`src/rtl/wb_commit_unit_pkg.sv`:
```
// Shared definitions for the write-back commit unit.
// Contents:
//   load_op_e   - load-op encodings presented by MEM on in_load_op
//   wb_state_e  - state encodings of the write-back sequencer
//   BYTE_EN_ALL - full-word byte-enable pattern
package wb_commit_unit_pkg;

  typedef enum logic [2:0] {
    LOAD_NONE = 3'd0,
    LOAD_LB   = 3'd1,
    LOAD_LBU  = 3'd2,
    LOAD_LH   = 3'd3,
    LOAD_LHU  = 3'd4,
    LOAD_LW   = 3'd5,
    LOAD_LWL  = 3'd6,
    LOAD_LWR  = 3'd7
  } load_op_e;

  typedef enum logic [1:0] {
    WB_IDLE   = 2'd0,
    WB_WAIT   = 2'd1,
    WB_COMMIT = 2'd2
  } wb_state_e;

  localparam logic [3:0] BYTE_EN_ALL = 4'b1111;

endpackage

```
`src/rtl/wb_commit_unit_load_align.sv`:
```
// load_align: purely combinational load-data aligner.
// Ports:
//   load_op [2:0]  - load kind (load_op_e encoding)
//   addr_lo [1:0]  - effective address bits [1:0]
//   rdata   [31:0] - raw word returned by the data SRAM
//   be      [3:0]  - byte lanes of the destination GPR to update
//   data    [31:0] - aligned / extended data; disabled lanes are zero
module load_align
  import wb_commit_unit_pkg::*;
(
  input  logic [2:0]  load_op,
  input  logic [1:0]  addr_lo,
  input  logic [31:0] rdata,
  output logic [3:0]  be,
  output logic [31:0] data
);

  logic [7:0]  sel_byte;
  logic [15:0] sel_half;

  assign sel_byte = rdata[{addr_lo, 3'b000} +: 8];
  assign sel_half = rdata[{addr_lo[1], 4'b0000} +: 16];

  always_comb begin
    be   = BYTE_EN_ALL;
    data = rdata;
    case (load_op)
      LOAD_LB:  data = {{24{sel_byte[7]}}, sel_byte};
      LOAD_LBU: data = {24'h0, sel_byte};
      LOAD_LH:  data = {{16{sel_half[15]}}, sel_half};
      LOAD_LHU: data = {16'h0, sel_half};
      // LWL fills the upper lanes: the low (addr_lo+1) bytes of the word
      // move to the top of the register.
      LOAD_LWL: begin
        data = rdata << {~addr_lo, 3'b000};
        be   = BYTE_EN_ALL << ~addr_lo;
      end
      // LWR fills the lower lanes: the top (4-addr_lo) bytes of the word
      // move to the bottom of the register.
      LOAD_LWR: begin
        data = rdata >> {addr_lo, 3'b000};
        be   = BYTE_EN_ALL >> addr_lo;
      end
      default: begin
        be   = BYTE_EN_ALL;
        data = rdata;
      end
    endcase
  end

endmodule

```
`src/rtl/wb_commit_unit.sv`:
```
// wb_commit_unit: write-back stage. Accepts one retiring instruction from
// MEM, waits for the data-SRAM response when it is a load, aligns the load
// data and presents a one-cycle GPR write.
// Ports:
//   clk, rst               - clock, synchronous active-high reset
//   in_valid / in_ready    - MEM handshake (in_ready low only in WAIT)
//   in_wen, in_waddr       - destination GPR write request
//   in_result              - non-load result
//   in_load_op, in_addr_lo - load kind and address bits [1:0]
//   flush                  - kills the held load and blocks accepts
//   data_ok, data_rdata    - data-SRAM read response
//   we, waddr, wdata       - GPR write port (per-byte enables)
//   wdata_raw              - copy of wdata for the bypass network
//   stallreq               - high while a load waits for its response
module wb_commit_unit
  import wb_commit_unit_pkg::*;
#(
  parameter int DW = 32,
  parameter int AW = 5
) (
  input  logic          clk,
  input  logic          rst,
  input  logic          in_valid,
  output logic          in_ready,
  input  logic          in_wen,
  input  logic [AW-1:0] in_waddr,
  input  logic [DW-1:0] in_result,
  input  logic [2:0]    in_load_op,
  input  logic [1:0]    in_addr_lo,
  input  logic          flush,
  input  logic          data_ok,
  input  logic [DW-1:0] data_rdata,
  output logic [3:0]    we,
  output logic [AW-1:0] waddr,
  output logic [DW-1:0] wdata,
  output logic [DW-1:0] wdata_raw,
  output logic          stallreq
);

  wb_state_e     state_q, state_d;
  logic          drop_pending_q, drop_pending_d;
  logic          stallreq_q, stallreq_d;
  logic [3:0]    we_q, we_d;
  logic [AW-1:0] waddr_q, waddr_d;
  logic [DW-1:0] wdata_q, wdata_d;

  // Fields of the load parked in WAIT.
  logic          hold_wen_q, hold_wen_d;
  logic [AW-1:0] hold_waddr_q, hold_waddr_d;
  logic [2:0]    hold_load_op_q, hold_load_op_d;
  logic [1:0]    hold_addr_lo_q, hold_addr_lo_d;

  logic          accept;
  logic          use_hold;
  logic [2:0]    al_op;
  logic [1:0]    al_addr;
  logic [3:0]    al_be;
  logic [DW-1:0] al_data;
  logic          in_gpr_wr;
  logic          hold_gpr_wr;

  assign in_ready = (state_q != WB_WAIT);
  assign accept   = in_valid && in_ready && !flush;

  // One aligner serves both the same-cycle path and the WAIT path; the
  // source of op/addr is chosen by the state.
  assign use_hold = (state_q == WB_WAIT);
  assign al_op    = use_hold ? hold_load_op_q : in_load_op;
  assign al_addr  = use_hold ? hold_addr_lo_q : in_addr_lo;

  // Writes to $zero or without wen never reach the register file.
  assign in_gpr_wr   = in_wen && (in_waddr != '0);
  assign hold_gpr_wr = hold_wen_q && (hold_waddr_q != '0);

  load_align u_load_align (
    .load_op (al_op),
    .addr_lo (al_addr),
    .rdata   (data_rdata),
    .be      (al_be),
    .data    (al_data)
  );

  always_comb begin
    state_d        = WB_IDLE;
    drop_pending_d = drop_pending_q;
    stallreq_d     = 1'b0;
    we_d           = '0;
    waddr_d        = '0;
    wdata_d        = '0;
    hold_wen_d     = hold_wen_q;
    hold_waddr_d   = hold_waddr_q;
    hold_load_op_d = hold_load_op_q;
    hold_addr_lo_d = hold_addr_lo_q;

    if (state_q == WB_WAIT) begin
      if (flush) begin
        // A response still in flight for the killed load must be swallowed.
        state_d        = WB_IDLE;
        drop_pending_d = drop_pending_q || !data_ok;
      end else if (data_ok && drop_pending_q) begin
        // Stale response from a flushed load; keep waiting for ours.
        drop_pending_d = 1'b0;
        state_d        = WB_WAIT;
        stallreq_d     = 1'b1;
      end else if (data_ok) begin
        state_d = WB_COMMIT;
        we_d    = hold_gpr_wr ? al_be : 4'b0000;
        waddr_d = hold_waddr_q;
        wdata_d = al_data;
      end else begin
        state_d    = WB_WAIT;
        stallreq_d = 1'b1;
      end
    end else begin
      if (data_ok && drop_pending_q) begin
        drop_pending_d = 1'b0;
      end
      if (accept) begin
        if (in_load_op == LOAD_NONE) begin
          state_d = WB_COMMIT;
          we_d    = in_gpr_wr ? BYTE_EN_ALL : 4'b0000;
          waddr_d = in_waddr;
          wdata_d = in_result;
        end else if (data_ok && !drop_pending_q) begin
          state_d = WB_COMMIT;
          we_d    = in_gpr_wr ? al_be : 4'b0000;
          waddr_d = in_waddr;
          wdata_d = al_data;
        end else begin
          // A data_ok seen while drop_pending belongs to the flushed load.
          state_d        = WB_WAIT;
          stallreq_d     = 1'b1;
          hold_wen_d     = in_wen;
          hold_waddr_d   = in_waddr;
          hold_load_op_d = in_load_op;
          hold_addr_lo_d = in_addr_lo;
        end
      end
    end
  end

  always_ff @(posedge clk) begin
    if (rst) begin
      state_q        <= WB_IDLE;
      drop_pending_q <= 1'b0;
      stallreq_q     <= 1'b0;
      we_q           <= '0;
      waddr_q        <= '0;
      wdata_q        <= '0;
    end else begin
      state_q        <= state_d;
      drop_pending_q <= drop_pending_d;
      stallreq_q     <= stallreq_d;
      we_q           <= we_d;
      waddr_q        <= waddr_d;
      wdata_q        <= wdata_d;
    end
  end

  // Held load fields only matter while in WAIT, which reset leaves.
  always_ff @(posedge clk) begin
    hold_wen_q     <= hold_wen_d;
    hold_waddr_q   <= hold_waddr_d;
    hold_load_op_q <= hold_load_op_d;
    hold_addr_lo_q <= hold_addr_lo_d;
  end

  assign we        = we_q;
  assign waddr     = waddr_q;
  assign wdata     = wdata_q;
  assign wdata_raw = wdata_q;
  assign stallreq  = stallreq_q;

endmodule

```
`config.mk`:
```
export PLATFORM = sky130hd
export DESIGN_NAME = wb_commit_unit
export DESIGN_NICKNAME = d
export VERILOG_FILES = /design/src/rtl/wb_commit_unit_pkg.sv /design/src/rtl/wb_commit_unit_load_align.sv /design/src/rtl/wb_commit_unit.sv
export SDC_FILE = /design/constraint.sdc
export NUM_CORES = 1
export LEC_CHECK = 0
export CAP_MARGIN = 20
export CELL_PAD_IN_SITES_DETAIL_PLACEMENT = 1
export CELL_PAD_IN_SITES_GLOBAL_PLACEMENT = 1
export CORE_MARGIN = 4
export CORE_UTILIZATION = 47
export DETAILED_ROUTE_END_ITERATION = 8
export DONT_BUFFER_PORTS = 1
export PLACE_DENSITY = 0.82
export SLEW_MARGIN = 40
export SYNTH_ARGS = -nofsm -noshare
export SYNTH_HDL_FRONTEND = slang
export SYNTH_SLANG_ARGS = --single-unit
```
`constraint.sdc`:
```
create_clock -name clk -period 2.9 [get_ports clk]
set_clock_uncertainty 0.1 [all_clocks]
set_input_delay 0.435 -clock clk [delete_from_list [all_inputs] [get_ports clk]]
set_output_delay 0.435 -clock clk [all_outputs]
set_load 0.005 [all_outputs]
```
==> impl_metrics.prom, run 1 <==
# TYPE chip_impl_metric gauge
chip_impl_metric{name="setup-violations-final",unit=""} 0
chip_impl_metric{name="route.final.wire_length",unit="um"} 13900
chip_impl_metric{name="final_layout_size_suffix_gt1_share",unit="%"} 15.6
chip_impl_metric{name="area_fraction_in_and_or_nand_and_nor_cells_after_synthesis",unit="%"} 14.2
chip_impl_metric{name="place_area",unit="um2"} 3910
chip_impl_metric{name="synth.avg_cell_area",unit="um2"} 9.00
chip_impl_metric{name="cts_hold_repair.buffers",unit=""} 0
chip_impl_metric{name="clk_latency",unit="ps"} 320
chip_impl_metric{name="tightestPinTransition",unit="ps"} 809
chip_impl_metric{name="path_buf_inv",unit=""} 2
chip_impl_metric{name="placement.io_buffers",unit=""} 0
chip_impl_info{name="critPathLaunch",value="state_q[0]"} 1
chip_impl_metric{name="effective_utilization_at_floorplan",unit="%"} 48.6
chip_impl_metric{name="placement_rows",unit=""} 33
chip_impl_info{name="sort_of_element_at_the_end_of_the_critical_path",value="register"} 1
chip_impl_metric{name="grt_use_total",unit="%"} 26.7
chip_impl_metric{name="totalNegativeSetupSlack",unit="ps"} 0
chip_impl_metric{name="die_h",unit="um"} 100
chip_impl_info{name="cts_tree",value="built"} 1
chip_impl_metric{name="async_reset_ff_share",unit="%"} 0
chip_impl_metric{name="synth-compound-area-share",unit="%"} 33.0
chip_impl_metric{name="drt-initial-drc-count",unit=""} 338
chip_impl_metric{name="overflow",unit=""} 0
chip_impl_metric{name="cts.htree.levels",unit=""} 2
chip_impl_metric{name="synth_enable_flop_cells",unit=""} 11
chip_impl_metric{name="layout.cells.non_filler",unit=""} 516
chip_impl_metric{name="max-clock-path-buffers",unit=""} 2
chip_impl_metric{name="routedWlPerCell",unit="um"} 26.9
chip_impl_metric{name="placeableCoreArea",unit="um2"} 8260
chip_impl_metric{name="yosys-mux-area-fraction",unit="%"} 10.5
chip_impl_info{name="top_signal_layer_used",value="met4"} 1
chip_impl_metric{name="critical_path.max_stage_delay",unit="ps"} 470
chip_impl_info{name="path_delay_family",value="compound AO/OA/AOI/OAI gates"} 1
chip_impl_metric{name="p_leak",unit="nW"} 1.34
chip_impl_metric{name="worstPathRequired",unit="ps"} 3020
chip_impl_metric{name="final_cell_area",unit="um2"} 4030
chip_impl_metric{name="post_drt_via_cell_ratio",unit=""} 7.19
chip_impl_metric{name="detailed_routed_wire_length_on_met2",unit="um"} 6890
chip_impl_metric{name="yosys_warnings",unit=""} 0
chip_impl_metric{name="numPlacedInstances",unit=""} 507
chip_impl_info{name="crit_chain",value="nor2b_4 > buf_12 > mux2_2 > nor4_4 > buf_4 > a211o_1 > a21oi_1 > a221oi_1"} 1
chip_impl_metric{name="post_synth_xor_area_fraction",unit="%"} 0.436
chip_impl_info{name="cts_root_buf",value="clkbuf_8"} 1
chip_impl_metric{name="seq_total_area_yosys",unit="%"} 30.2
chip_impl_metric{name="via_count_of_the_routed_design",unit=""} 3708
chip_impl_info{name="start_point_of_the_worst_min_delay_path",value="rst"} 1
chip_impl_metric{name="drc",unit=""} 0
chip_impl_metric{name="antenna-diode-count",unit=""} 0
chip_impl_metric{name="final-hold-violation-count",unit=""} 0
chip_impl_info{name="dominant_combinational_cell_family_by_area_after_synthesis",value="compound AO/OA/AOI/OAI gates"} 1
chip_impl_metric{name="antenna_violating_nets_post_route",unit=""} 0
chip_impl_metric{name="initial_antenna_violation_count",unit=""} 0
chip_impl_metric{name="synth_cell_types",unit=""} 60
chip_impl_metric{name="hpwlAfterDp",unit="um"} 10300
chip_impl_metric{name="post_synth_fa_ha_maj_area_fraction",unit="%"} 0.249
chip_impl_metric{name="grt_max_degree",unit=""} 44
chip_impl_metric{name="vdd.ir_drop.worst",unit="mV"} 0.194
chip_impl_metric{name="critical_path_arrival",unit="ps"} 2750
chip_impl_metric{name="met1_routed_wirelength_after_detailed_routing",unit="um"} 5250
chip_impl_metric{name="area_delta_synth_final",unit="%"} 0.405
chip_impl_metric{name="cap_violations",unit=""} 0
chip_impl_metric{name="met3RoutedLength",unit="um"} 1280
chip_impl_metric{name="p_per_area",unit="nW/um2"} 399
chip_impl_metric{name="gpl.final_weighted_congestion",unit=""} 0.933
chip_impl_info{name="dominantRegCellSynth",value="dfxtp_1"} 1
chip_impl_info{name="timing.hold.worst.class",value="input pin to register"} 1
chip_impl_metric{name="first_global_vias",unit=""} 3850
chip_impl_info{name="critical_path_class",value="register to register"} 1
chip_impl_info{name="timing.rr.start",value="state_q[0]"} 1
chip_impl_info{name="outcome",value="complete, no violations"} 1
chip_impl_metric{name="cts.clk_slew.worst_paths",unit="ps"} 110
chip_impl_metric{name="layout_worst_path_cycle_share",unit="%"} 90.6
chip_impl_metric{name="final-max-slew-violation-count",unit=""} 0
chip_impl_info{name="unrepaired_setup_endpoints_after_global_routing",value="false"} 1
chip_impl_metric{name="synthCells",unit=""} 446
chip_impl_metric{name="clock-sinks",unit=""} 55
chip_impl_metric{name="postSynthNetCount",unit=""} 526
chip_impl_metric{name="wire_length_of_the_first_global_routing_pass",unit="um"} 21100
chip_impl_metric{name="finish.net_count",unit=""} 490
chip_impl_metric{name="crit_path_max_fanout",unit=""} 11
chip_impl_info{name="startpoint_kind_of_the_worst_setup_timing_path",value="register"} 1
chip_impl_info{name="slowest_stage_cell_cp",value="mux2_2"} 1
chip_impl_metric{name="die_width",unit="um"} 100
chip_impl_metric{name="period_minus_ws_final",unit="ps"} 2630
chip_impl_metric{name="synth.ff_latch_count",unit=""} 55
chip_impl_metric{name="slew-limit-headroom",unit="%"} 46.1
chip_impl_metric{name="ios",unit=""} 155
chip_impl_metric{name="netlist_area",unit="um2"} 4010
chip_impl_metric{name="die_area",unit="um2"} 10100
chip_impl_metric{name="tritoncts.num_buffers",unit=""} 5
chip_impl_metric{name="firstDrtPassIters",unit=""} 6
chip_impl_metric{name="max_clock_freq",unit="MHz"} 381
[cell usage after synthesis (3+ instances only)]
cell	number	area share (%)
buf_6	5	1.4
dfxtp_1	44	22
a22o_1	14	3.1
o2bb2ai_1	3	0.65
mux2_2	4	1.1
buf_2	9	1.1
a221oi_2	15	5.6
nand3_1	4	0.50
a211oi_1	11	2.1
inv_1	12	1.1
and4bb_2	3	0.94
nor3_1	5	0.62
nor2_1	27	2.5
nand2_1	44	4.1
a21boi_0	5	0.94
mux2i_1	33	8.2
buf_4	34	6.4
a21o_1	4	0.75
o21ai_0	27	3.4
o211ai_1	9	1.7
nor4_1	3	0.47
clkbuf_1	12	1.1
a31oi_1	7	1.1
edfxtp_1	11	8.2
a21oi_1	16	2.0
a222oi_1	19	4.7
a22oi_1	5	0.94
a221oi_1	11	2.4
or4_1	3	0.56
a211o_1	9	2.0
[path summary, 6_finish.rpt]
path / to / slack (ps) / cells past startpoint
setup / recovery: wdata[10] / 270 / 8
setup reg to reg: wdata[10] / 270 / 8
hold / removal: waddr[0] / 70 / 1
hold reg to reg: waddr[1] / 420 / 2
[through the flow]
stage | util, % | hold slack [ps] | setup slack [ps] | power (mW)
4_1_cts | 48.5 | 58.6 | 161 | 1.62
5_1_grt | 48.8 | 57.8 | 70.0 | 1.67
2_1_floorplan | - | 375 | 339 | 1.09
3_3_place_gp | 47.3 | 399 | 233 | 1.14
3_5_place_dp | 47.3 | 407 | 197 | 1.15
6_report | 48.8 | 71.8 | 273 | 1.61
[layout by cell type, fill, tap and decap left out, types with 9 or more instances in the layout]
cell type / synthesis / layout
nand2_1: 44 / 44
mux2i_1: 33 / 33
a221oi_1: 11 / 11
dfxtp_1: 44 / 44
edfxtp_1: 11 / 11
a211o_1: 9 / 9
inv_1: 12 / 12
a221oi_2: 15 / 15
a21oi_1: 16 / 16
o211ai_1: 9 / 9
nor2_1: 27 / 26
a211oi_1: 11 / 11
buf_4: 34 / 17
a22o_1: 14 / 14
a222oi_1: 19 / 19
o21ai_0: 27 / 27
[what timing repair did]
action | CTS | global route
buffers inserted | 0 | 1
endpoints found under the setup margin | 0 | 14
resized for setup | 0 | 2
[per-layer routing]
layer | vias to the layer above | track usage (%)
li1 | 1633 | -
met1 | 1856 | 31.1
met2 | 185 | 45.9
met3 | 34 | 7.16
met4 | 0 | 11.8
met5 | - | 0
[report_power, final]
part           switching (mW)  total, mW  internal (mW)
Sequential             0.0178      0.818          0.800
Clock                   0.292      0.470          0.178
Combinational           0.193      0.322          0.129
Total                   0.502       1.61           1.11
[cells by family (layout without fill, tap and decap cells)]
logic type | after synthesis | count (layout)
and+or+nand+nor | 109 | 109
AOI/OAI and AO/OA | 164 | 164
xor gates and xnor gates | 2 | 2
muxes | 39 | 39
DFF | 55 | 55
adders and majority gates | 1 | 1
buffers and inverters | 76 | 41
[flip-flops by register name, summed over array words and instances (netlist names)]
register,count
drop_pending_q,1
wdata,32
state_q,2
hold_addr_lo_q,2
hold_load_op_q,3
hold_waddr_q,5
waddr,5
hold_wen_q,1
we,4
[layout make-up]
type	instances	area, um2
repair buffers	20	188
inverters	13	48.8
flip-flops and latches	55	1210
multi-input cells	315	2350
clock inverters	3	27.5
clock buffers	5	68.8
fillers	977	4230
well taps	105	131
Note: power is estimated with default switching activity, not from simulation.
==> run 2: changes to the inputs <==
CAP_MARGIN = default   (was 20)
==> results of run 2 <==
Final layout, timing and power as in run 1 (identical DEF).
